### src/rtl/rr_lzc_arbiter_pkg.sv
// Shared types and helpers for rr_lzc_arbiter.
// Round-robin mode is enabled with the macro RR_LZC_ARBITER_FAIR_EN.
package rr_lzc_arbiter_pkg;

  localparam int unsigned MAX_REQ = 64;

  typedef enum logic {
    IDLE   = 1'b0,
    LOCKED = 1'b1
  } state_e;

  // Mask with every bit strictly above ptr set; empty when ptr is the top index.
  function automatic logic [MAX_REQ-1:0] above_mask(input int unsigned ptr);
    logic [MAX_REQ-1:0] m;
    m = '0;
    for (int unsigned i = 0; i < MAX_REQ; i++) begin
      m[i] = (i > ptr);
    end
    return m;
  endfunction

endpackage

### src/rtl/rr_lzc_arbiter_lzc.sv
// Zero counter: MODE 0 counts trailing zeros (index of lowest set bit),
// MODE 1 counts leading zeros. empty flags an all-zero input.
module rr_lzc_arbiter_lzc #(
  parameter int unsigned WIDTH = 4,
  parameter int unsigned MODE  = 0
) (
  input  logic [WIDTH-1:0]         vec,
  output logic [$clog2(WIDTH)-1:0] cnt,
  output logic                     empty
);

  localparam int unsigned CNT_W = $clog2(WIDTH);

  // Priority scan; the last hit in loop order wins.
  always_comb begin
    cnt   = '0;
    empty = ~|vec;
    if (MODE == 0) begin
      for (int i = int'(WIDTH) - 1; i >= 0; i--) begin
        if (vec[i]) cnt = CNT_W'(i);
      end
    end else begin
      for (int i = 0; i < int'(WIDTH); i++) begin
        if (vec[i]) cnt = CNT_W'(int'(WIDTH) - 1 - i);
      end
    end
  end

endmodule

### src/rtl/rr_lzc_arbiter.sv
// Zero-latency arbiter with lock-until-accepted downstream handshake.
// RR_LZC_ARBITER_FAIR_EN defined: round-robin starting above the last winner.
// RR_LZC_ARBITER_FAIR_EN undefined: fixed priority, lowest index wins.
module rr_lzc_arbiter
  import rr_lzc_arbiter_pkg::*;
#(
  parameter int unsigned NUM_REQ    = 4,
  parameter int unsigned DATA_WIDTH = 32
) (
  input  logic                                 clk_i,
  input  logic                                 rst_i,
  input  logic [NUM_REQ-1:0]                   req_i,
  input  logic [NUM_REQ-1:0][DATA_WIDTH-1:0]   data_i,
  output logic [NUM_REQ-1:0]                   gnt_o,
  output logic                                 valid_o,
  input  logic                                 ready_i,
  output logic [DATA_WIDTH-1:0]                data_o,
  output logic [$clog2(NUM_REQ)-1:0]           idx_o
);

  localparam int unsigned IDX_W = $clog2(NUM_REQ);

  state_e           state_q;
  logic [IDX_W-1:0] lock_q;
  logic [IDX_W-1:0] fresh_idx;
  logic [IDX_W-1:0] unmasked_idx;
  logic             unmasked_empty;

  rr_lzc_arbiter_lzc #(
    .WIDTH (NUM_REQ),
    .MODE  (0)
  ) u_lzc_unmasked (
    .vec   (req_i),
    .cnt   (unmasked_idx),
    .empty (unmasked_empty)
  );

`ifdef RR_LZC_ARBITER_FAIR_EN
  logic [IDX_W-1:0]   ptr_q;
  logic [NUM_REQ-1:0] masked_req;
  logic [IDX_W-1:0]   masked_idx;
  logic               masked_empty;

  assign masked_req = req_i & NUM_REQ'(above_mask(32'(ptr_q)));

  rr_lzc_arbiter_lzc #(
    .WIDTH (NUM_REQ),
    .MODE  (0)
  ) u_lzc_masked (
    .vec   (masked_req),
    .cnt   (masked_idx),
    .empty (masked_empty)
  );

  // Prefer requesters above the last winner, else wrap to the lowest.
  assign fresh_idx = masked_empty ? unmasked_idx : masked_idx;
`else
  assign fresh_idx = unmasked_idx;
`endif

  // Combinational selection, payload mux and grant strobe.
  always_comb begin
    valid_o = 1'b0;
    idx_o   = '0;
    gnt_o   = '0;
    data_o  = '0;
    if (state_q == LOCKED) begin
      valid_o = 1'b1;
      idx_o   = lock_q;
    end else begin
      valid_o = !unmasked_empty;
      idx_o   = fresh_idx;
    end
    if (valid_o) data_o = data_i[idx_o];
    if (valid_o && ready_i && !rst_i) gnt_o = NUM_REQ'(1) << idx_o;
  end

  // Lock FSM and round-robin pointer.
  always_ff @(posedge clk_i or posedge rst_i) begin
    if (rst_i) begin
      state_q <= IDLE;
      lock_q  <= '0;
`ifdef RR_LZC_ARBITER_FAIR_EN
      ptr_q   <= IDX_W'(NUM_REQ - 1);
`endif
    end else begin
      case (state_q)
        IDLE: begin
          if (valid_o && !ready_i) begin
            state_q <= LOCKED;
            lock_q  <= idx_o;
          end
        end
        LOCKED: begin
          if (ready_i) state_q <= IDLE;
        end
        default: state_q <= IDLE;
      endcase
`ifdef RR_LZC_ARBITER_FAIR_EN
      if (valid_o && ready_i) ptr_q <= idx_o;
`endif
    end
  end

`ifndef SYNTHESIS
  // A locked requester must keep requesting until it is granted.
  locked_req_held : assert property (
    @(posedge clk_i) disable iff (rst_i)
    (state_q == LOCKED) |-> req_i[lock_q]
  );
`endif

endmodule

### config.mk
export PLATFORM = sky130hd
export DESIGN_NAME = rr_lzc_arbiter
export DESIGN_NICKNAME = d
export VERILOG_FILES = /design/src/rtl/rr_lzc_arbiter_pkg.sv /design/src/rtl/rr_lzc_arbiter_lzc.sv /design/src/rtl/rr_lzc_arbiter.sv
export SDC_FILE = /design/constraint.sdc
export NUM_CORES = 1
export LEC_CHECK = 0
export CORE_ASPECT_RATIO = 1.2
export CORE_MARGIN = 2
export CORE_UTILIZATION = 26
export CTS_BUF_LIST = sky130_fd_sc_hd__clkbuf_8
export DETAILED_ROUTE_END_ITERATION = 16
export GPL_TIMING_DRIVEN = 1
export PLACE_DENSITY = 0.91
export SYNTH_ARGS = -nofsm -noshare
export SYNTH_HDL_FRONTEND = slang
export SYNTH_SLANG_ARGS = --single-unit
export TNS_END_PERCENT = 50
### constraint.sdc
create_clock -name clk_i -period 2.8 [get_ports clk_i]
set_clock_uncertainty 0.1 [all_clocks]
set_input_delay 0.28 -clock clk_i [delete_from_list [all_inputs] [get_ports clk_i]]
set_output_delay 0.28 -clock clk_i [all_outputs]
set_load 0.05 [all_outputs]
Word-level counts from Yosys, hierarchy flattened:

Index checks and enable logic that the tools add are counted.

* bits in registers: 3
* bits of input ports: 135
* output and inout bits: 39
* word-level logic and storage cells: 25

* order comparisons: 1
* shift operators: 1
* muxes and demuxes: 13
* bitwise logic cells: 1
* reductions and logical operators: 7

Operators by type and width (number)
* $bmux 32 s2: 1
* $mux 32: 2
* $mux 2: 5
* $mux 4: 1
* $reduce_or 4->1: 1
* $shl 1x2->4 const A: 1
* $logic_and 1x1->1: 3
* $lt 2x3->1 const B: 1
* $mux 1: 3
* $logic_not 1->1: 2
* $pmux 1 s2: 1
* $reduce_and 2->1: 1
* $not 1->1: 1

Longest topological paths before layout:

Gate-level depths: netlist of the first run.

* word-level depth: 8
* depth in mapped cells: 7
* mapped depth without buffers: 5

Cells and area by module:

Synthesis of the first run repeated with hierarchy kept, for this count alone.

* cells, all modules: 217
* area total of the unflattened synthesis: 1357.6 µm²

Modules (own cells, without submodules)
* rr_lzc_arbiter: times used 1, cells an instance 211, area each 1321.3 µm², seq. area each 75.1 µm²
* rr_lzc_arbiter_lzc: times used 1, cells an instance 6, area each 36.3 µm², seq. area each 0.0 µm²

Worst setup path before layout of the first run:

No wires, ideal clock.

* path kind: flip-flop to output port
* start point: register state_q
* end point: output gnt_o[3]
* arrival time: 2159 ps
* required time: 2420 ps
* slack: 261 ps
* cell stages (with the launch flop): 6
* buffers on the path: 1
* path through: dfrtp_1 > o41a_1 > clkbuf_1 > inv_1 > nand4_1 > nor2b_1

* elaborated cells on any way between the ends: 6
* classes of those cells: 1 x shift; 3 x mux; 2 x reduce/logical

RTL lines
* start, declared: RTL line rr_lzc_arbiter.sv:23 `state_e state_q;`
* start signal, assigned: RTL line rr_lzc_arbiter.sv:81 `state_q <= IDLE;`
* start signal, assigned: RTL line rr_lzc_arbiter.sv:90 `state_q <= LOCKED;`
* start signal, assigned: RTL line rr_lzc_arbiter.sv:95 `if (ready_i) state_q <= IDLE;`
* $mux 2: RTL line rr_lzc_arbiter.sv:67 `if (state_q == LOCKED) begin`
* named net idx_o[1]: RTL line rr_lzc_arbiter.sv:18 `output logic [$clog2(NUM_REQ)-1:0] idx_o`
* $shl 1x2->4: RTL line rr_lzc_arbiter.sv:75 `if (valid_o && ready_i && !rst_i) gnt_o = NUM_REQ'(1) << idx_o;`
* $mux 4: RTL line rr_lzc_arbiter.sv:75
* end, declared: RTL line rr_lzc_arbiter.sv:14 `output logic [NUM_REQ-1:0] gnt_o,`

The timed path passes the listed nets, and every way through them passes these cells.

Worst setup path in the final report of the first run:

* start point: input req_i[1]
* end point: output data_o[9]

* longest elaborated chain between the ends: 6
* elaborated cells on any way between the ends: 8
* classes of those cells: 7 x mux; 1 x reduce/logical

Ends and longest elaborated chain
* start, declared: RTL line rr_lzc_arbiter.sv:12 `input logic [NUM_REQ-1:0] req_i,`
* $mux 2 (2 in a row): RTL line rr_lzc_arbiter_lzc.sv:20 `if (vec[i]) cnt = CNT_W'(i);`
* $mux 2: RTL line rr_lzc_arbiter.sv:67
* $bmux 32 s2: RTL line rr_lzc_arbiter.sv:74 `if (valid_o) data_o = data_i[idx_o];`
* $mux 32 (not written as such): RTL line rr_lzc_arbiter.sv:74
* $mux 32 (*): RTL line rr_lzc_arbiter.sv:74
* end, declared: RTL line rr_lzc_arbiter.sv:17 `output logic [DATA_WIDTH-1:0] data_o,`

Mark *: on every way between the ends. The rest lies on a longest branch, timed or not. The select of a mux whose other input is x is not followed.

==> impl_metrics.tcl, run 1 <==
set metrics [dict create \
    routed_via_density 5.08 \
    rsz0062_at_grt "no" \
    worst_pin_slew_ns 0.380 \
    relSlewSlack 0.745 \
    row_count 26 \
    synth_area_leaders "mux2i_1 (55%), o22ai_1 (17%), dfrtp_1 (6.4%), buf_4 (3.9%), mux2_2 (1.9%)" \
    critPathLaunch "req_i[1]" \
    fill_cells 294 \
    syn_area_per_cell_um2 8.26 \
    io_buffers 173 \
    fin_nets 445 \
    first_pass_iters 4 \
    p_int_mw 0.730 \
    die_height_um 77.3 \
    fin_setup_tns_ns 0 \
    seq_power_share 0.040 \
    fmax_mhz 389 \
    dpl_cell_area_um2 3300 \
    swShare 0.446 \
    status "complete, no violations" \
    dieArea_um2 5030 \
    cts.sink_count 3 \
    worstPathArrival_ns 2.19 \
    timing.rr.start "state_q" \
    vdd_drop_max_mv 0.222 \
    fin_util 0.778 \
    post_cts_resized 0 \
    synthFlopType "dfrtp_1" \
    fin_total_pwr_mw 1.32 \
    drv_slew 0 \
    yosys.area.top_type "mux2i_1" \
    ant_nets 0 \
    grt.total_usage 0.242 \
    grt.overflow.total 0 \
    drc 0 \
    root_buffer "clkbuf_8" \
    antenna_found_initial 0 \
    drv_cap 0 \
    synth.top_cells.by_count "mux2i_1 (64), o22ai_1 (32), buf_4 (6)" \
    synth_area_um2 1160 \
    diodes 0 \
    timing.final.crit_share 0.917 \
    dp_cells 361 \
    cts_setup_buffers 0 \
    wl_per_cell_um 17.0 \
    cts_buffers 3 \
    synth_edf_count 0 \
    drt_iter0_drc 55 \
    die_w_um 65.1 \
    grt_pass1_vias 2027 \
    hp-class "in2async" \
    initial_core_util 0.271 \
    hold_buffers 0 \
    worstPathMaxFanout 34 \
    netlist.area_leader.share 0.550 \
    yosysUniqueCellTypes 20 \
    drive_gt1_frac 0.165 \
    grt_max_degree 36 \
    htree_levels 1 \
    p_sw_mw 0.588 \
    clk_latency_ns 0.22 \
    wl_mm 6.22 \
    cp-end-kind "output port" \
    synth-seq-cells 3 \
    final_cell_area_um2 3340 \
    final_cells 365 \
    p_comb_frac 0.865 \
    dp_hpwl_mm 5.35 \
    clk_path_buf_depth 2 \
    report.final.hold_viol_count 0 \
    yosys_warnings 0 \
    grt_pass1_wl_mm 9.59 \
    syn_nets 276 \
    fp.coreArea_um2 4290 \
    cellPowerDensity_nw_per_um2 394 \
    yosysSeqAreaShare 0.0644 \
    dr_total_vias 1855 \
    period_needed_ns 2.57 \
    synth_most_common_cell "mux2i_1" \
    synthCells 141 \
    area_growth_pct 187 \
    required_ns 2.42 \
    tritoncts "done" \
    p_leak_nw 1.41 \
    async_flop_share 1.00 \
    setup_viol 0 \
    place.gp.congestion 0.782 \
    critPathLaunchType "input pin" \
    path_class "in2out" \
    io_pins 174 \
    p_clk_frac 0.095 \
    clkTransAtPathRegs_ns 0.03 \
]
## power by group through the flow
stage / clock (mW) / combinational (mW) / sequential (mW)
2_1_floorplan: 0 / 0.556 / 0.0514
3_3_place_gp: 0 / 1.12 / 0.0525
3_5_place_dp: 0 / 1.14 / 0.0528
4_1_cts: 0.129 / 1.15 / 0.0527
5_1_grt: 0.133 / 1.19 / 0.0531
6_report: 0.126 / 1.14 / 0.0524
## per-layer routing
layer  vias up  global-route usage  routed length [µm]
li1        889                   -                   -
met1       848               0.229                1950
met2       102               0.478                3540
met3        16              0.0587                 532
met4         0               0.102                 196
met5         -                   0                   0
## layout make-up
class,instances,area [µm²],share of cell area
timing repair buffer,179,2140,0.641
multi-input combinational,118,991,0.297
sequential,3,75.1,0.0225
tap,56,70.1,0.0210
clock buffer,3,41.3,0.0124
inverter,5,18.8,0.00562
clock inverter,1,3.75,0.00112
## cell usage in the layout (no fill, tap or decap)
cell,synthesis,final
clkbuf_8,0,3
nand4_1,2,2
nor2_1,5,5
inv_1,5,6
nor2b_1,3,3
nor3_1,3,3
a221oi_4,0,1
clkdlybuf4s50_1,0,134
nand2_1,2,2
mux2_2,2,2
buf_4,6,8
nand2b_1,1,1
o22ai_1,32,32
or3_1,1,1
dfrtp_1,3,3
a21oi_1,1,1
mux2i_1,64,64
buf_12,0,37
o41a_1,1,1
## sequential cells by signal (all words and copies together) (netlist names)
register / flops
lock_q: 2
state_q: 1
## kinds of logic after synthesis
kind of cell / share of synthesized area
buf+inv: 0.0999
compound gates: 0.193
mux: 0.569
flops: 0.0644
simple gates: 0.0730
## path summary, 6_finish.rpt
check | end | slack, ns | depth (start not counted)
worst max-delay path | data_o[9] | 0.23 | 7
worst min-delay path | state_q | 0.15 | 2
worst max register to register | lock_q[1] | 1.03 | 4
worst min register to register | lock_q[1] | 0.41 | 1
max in group asynchronous | lock_q[0] | 2.29 | 2
min in group clk_i | lock_q[1] | 0.41 | 1
## stage by stage
step / hold slack [ns] / worst slack (ns)
2_1_floorplan: -0.0495 / 0.261
3_3_place_gp: 0.380 / 0.313
3_5_place_dp: 0.386 / 0.230
4_1_cts: 0.154 / 0.221
5_1_grt: 0.160 / 0.106
6_report: 0.153 / 0.232
## worst max-delay path: stages
cell and delay (ns):
clkdlybuf4s50_1 0.54, nor2_1 0.10, a221oi_4 0.36, buf_12 0.29, mux2i_1 0.13, o22ai_1 0.28, buf_12 0.18
Note: power is estimated with default switching activity, not from simulation.
==> inputs of run 2 (changes only) <==
TNS_END_PERCENT = 1   (was 50)
==> results of run 2 <==
No change in the layout: final DEF, timing and power equal those of run 1.
==> inputs of run 3 (changes only) <==
ABC_CLOCK_PERIOD_IN_PS = 2100   (was not set)
CORE_UTILIZATION = 22   (was 26)
PLACE_DENSITY = 0.79   (was 0.91)
clock period = 2.1 ns   (was 2.8 ns; I/O delays follow)
==> run 3 against run 2 <==
Net effect:
- non-clock buffer count rose by 20
- cell count grew 7.1%
- critical path depth down 2
- design area rose by 15%
- wire length up 12%
- count of clock-buffer cells in the layout stayed put
- core utilization decreased by 3.8 points
- worst hold slack lost 0.028 ns
- highest routed layer unchanged
- sequential cell count unchanged
- the run now ends with setup timing left
- global-route usage fell by 2.8 points
- total power is 46% higher
- via count is 4.8% higher
==> impl_metrics.tcl, run 3 (synthesis gave the netlist of run 1 again) <==
set metrics [dict create \
    io_buffers 173 \
    p_leak_nw 1.58 \
    fill_cells 380 \
    clk_path_buf_depth 2 \
    fin_util 0.740 \
    grt_max_degree 24 \
    r2r_setup_slack_ns 0.35 \
    relSlewSlack 0.814 \
    fin_nets 465 \
    largest_reg_flops 2 \
    fin_total_pwr_mw 1.93 \
    cellPowerDensity_nw_per_um2 502 \
    timing.rr.start "state_q" \
    drv_slew 0 \
    worstRegToRegCells 6 \
    critPathLaunchType "register" \
    worstPathMaxFanout 6 \
    initial_core_util 0.224 \
    required_ns 1.79 \
    setup_ws_ns -0.0938 \
    diodes 0 \
    fmax_mhz 456 \
    cts_buffers 3 \
    row_count 29 \
    reg_top3 "lock_q: 2 flops, state_q: 1 flops" \
    clkTransAtPathRegs_ns 0.03 \
    grt.overflow.total 0 \
    critPathLaunch "state_q" \
    path_class "reg2out" \
    dr_total_vias 1944 \
    die_height_um 83.7 \
    wl_mm 6.95 \
    drt_iter0_drc 24 \
    fp.coreArea_um2 5190 \
    dieArea_um2 5900 \
    dp_hpwl_mm 4.98 \
    fin_setup_tns_ns -2.31 \
    final_cells 391 \
    regMostFlops "lock_q" \
    area_growth_pct 230 \
    drive_gt1_frac 0.368 \
    dp_cells 377 \
    period_needed_ns 2.19 \
    cts.sink_count 3 \
    final_common_cell "clkdlybuf4s50_1" \
    grt_pass1_wl_mm 10.2 \
    final_cell_mix "clkdlybuf4s50_1 (130), mux2i_1 (47), buf_12 (31)" \
    failed_checks "setup timing" \
    drc 0 \
    rr_endpoint "lock_q[0]" \
    grt_pass1_vias 2113 \
    grt.total_usage 0.214 \
    clk_latency_ns 0.21 \
    htree_levels 1 \
    first_pass_iters 4 \
    worstPathArrival_ns 1.88 \
    routed_via_density 4.97 \
    post-place-ws_ns -0.247 \
    antenna_found_initial 0 \
    vdd_drop_max_mv 0.333 \
    io_pins 174 \
    root_buffer "clkbuf_8" \
    hp-class "in2async" \
    timing.final.crit_share 1.04 \
    place.gp.congestion 0.754 \
    status "complete, but fails checks" \
    report.final.hold_viol_count 0 \
    setup_viol 36 \
    ant_nets 0 \
    wl_per_cell_um 17.8 \
    tritoncts "done" \
    die_w_um 70.4 \
    worst_pin_slew_ns 0.277 \
    drv_cap 0 \
    rsz0062_at_grt "yes" \
    cp-end-kind "output port" \
]
==> run 3: cell count changes in the layout (fill, tap and decap cells not counted), moves of 3 or more <==
cell             before  now
buf_12               37   31
buf_16                0    3
buf_4                 8   23
buf_6                 0    5
clkdlybuf4s50_1     134  130
dlygate4sd2_1         0    3
mux2i_1              64   47
mux2i_2               0   13
mux2i_4               0    4
nor2_1                5    2
nor2_2                0    3
o22ai_1              32   10
o22ai_2               0   22
==> run 3: what timing repair did <==
action                                 in CTS  in global routing
gates cloned                                4                  2
setup buffers                               2                  3
resized for setup                          44                 30
pin swaps                                  14                 11
setup endpoints to repair                  38                 38
hold buffers                                0                  0
endpoints found under the hold margin       0                  0
==> run 3: layout make-up <==
cell class,instances,area (µm²),share of cell area
Tap cell,62,77.6,0.0202
Sequential cell,3,76.3,0.0199
Clock buffer,3,41.3,0.0108
Timing Repair Buffer,199,2330,0.608
Multi-Input combinational cell,118,1290,0.335
Clock inverter,1,3.75,0.000978
Inverter,5,18.8,0.00489
==> run 3: critical path: stages (launching register included) <==
cell     delay (ns)
dfrtp_2        0.44
o41a_1         0.49
buf_12         0.18
buf_4          0.13
o22ai_1        0.26
buf_12         0.18
==> run 3: how the worst max path moves through the flow <==
stage / end / slack (ns) / cells past startpoint
2_1_floorplan: data_o[27] / -0.30 / 7
3_3_place_gp: data_o[20] / -0.27 / 8
3_5_place_dp: data_o[29] / -0.25 / 7
4_1_cts: data_o[17] / -0.14 / 7
5_1_grt: data_o[25] / -0.20 / 6
6_report: data_o[29] / -0.09 / 5
==> run 3: through the flow <==
| step | hold WS [ns] | cell area (µm²) |
|---|---|---|
| finish | 0.126 | 3840 |
| global placement | 0.317 | 3290 |
| global route | 0.161 | 3840 |
| floorplan | -0.120 | 1180 |
| detailed placement | 0.332 | 3290 |
| CTS | 0.125 | 3650 |
==> run 3: where the power goes <==
part	switching [mW]	internal (mW)	total, mW
clock	0.0380	0.124	0.162
combinational	0.812	0.884	1.70
sequential	0.00611	0.0649	0.0710
total	0.856	1.07	1.93
==> run 3: metal layers <==
layer	wire, µm	part of all wire	track usage
met3	483	0.069	0.0423
met5	0	0	0
met4	152	0.022	0.0612
met1	2410	0.35	0.236
met2	3910	0.56	0.406
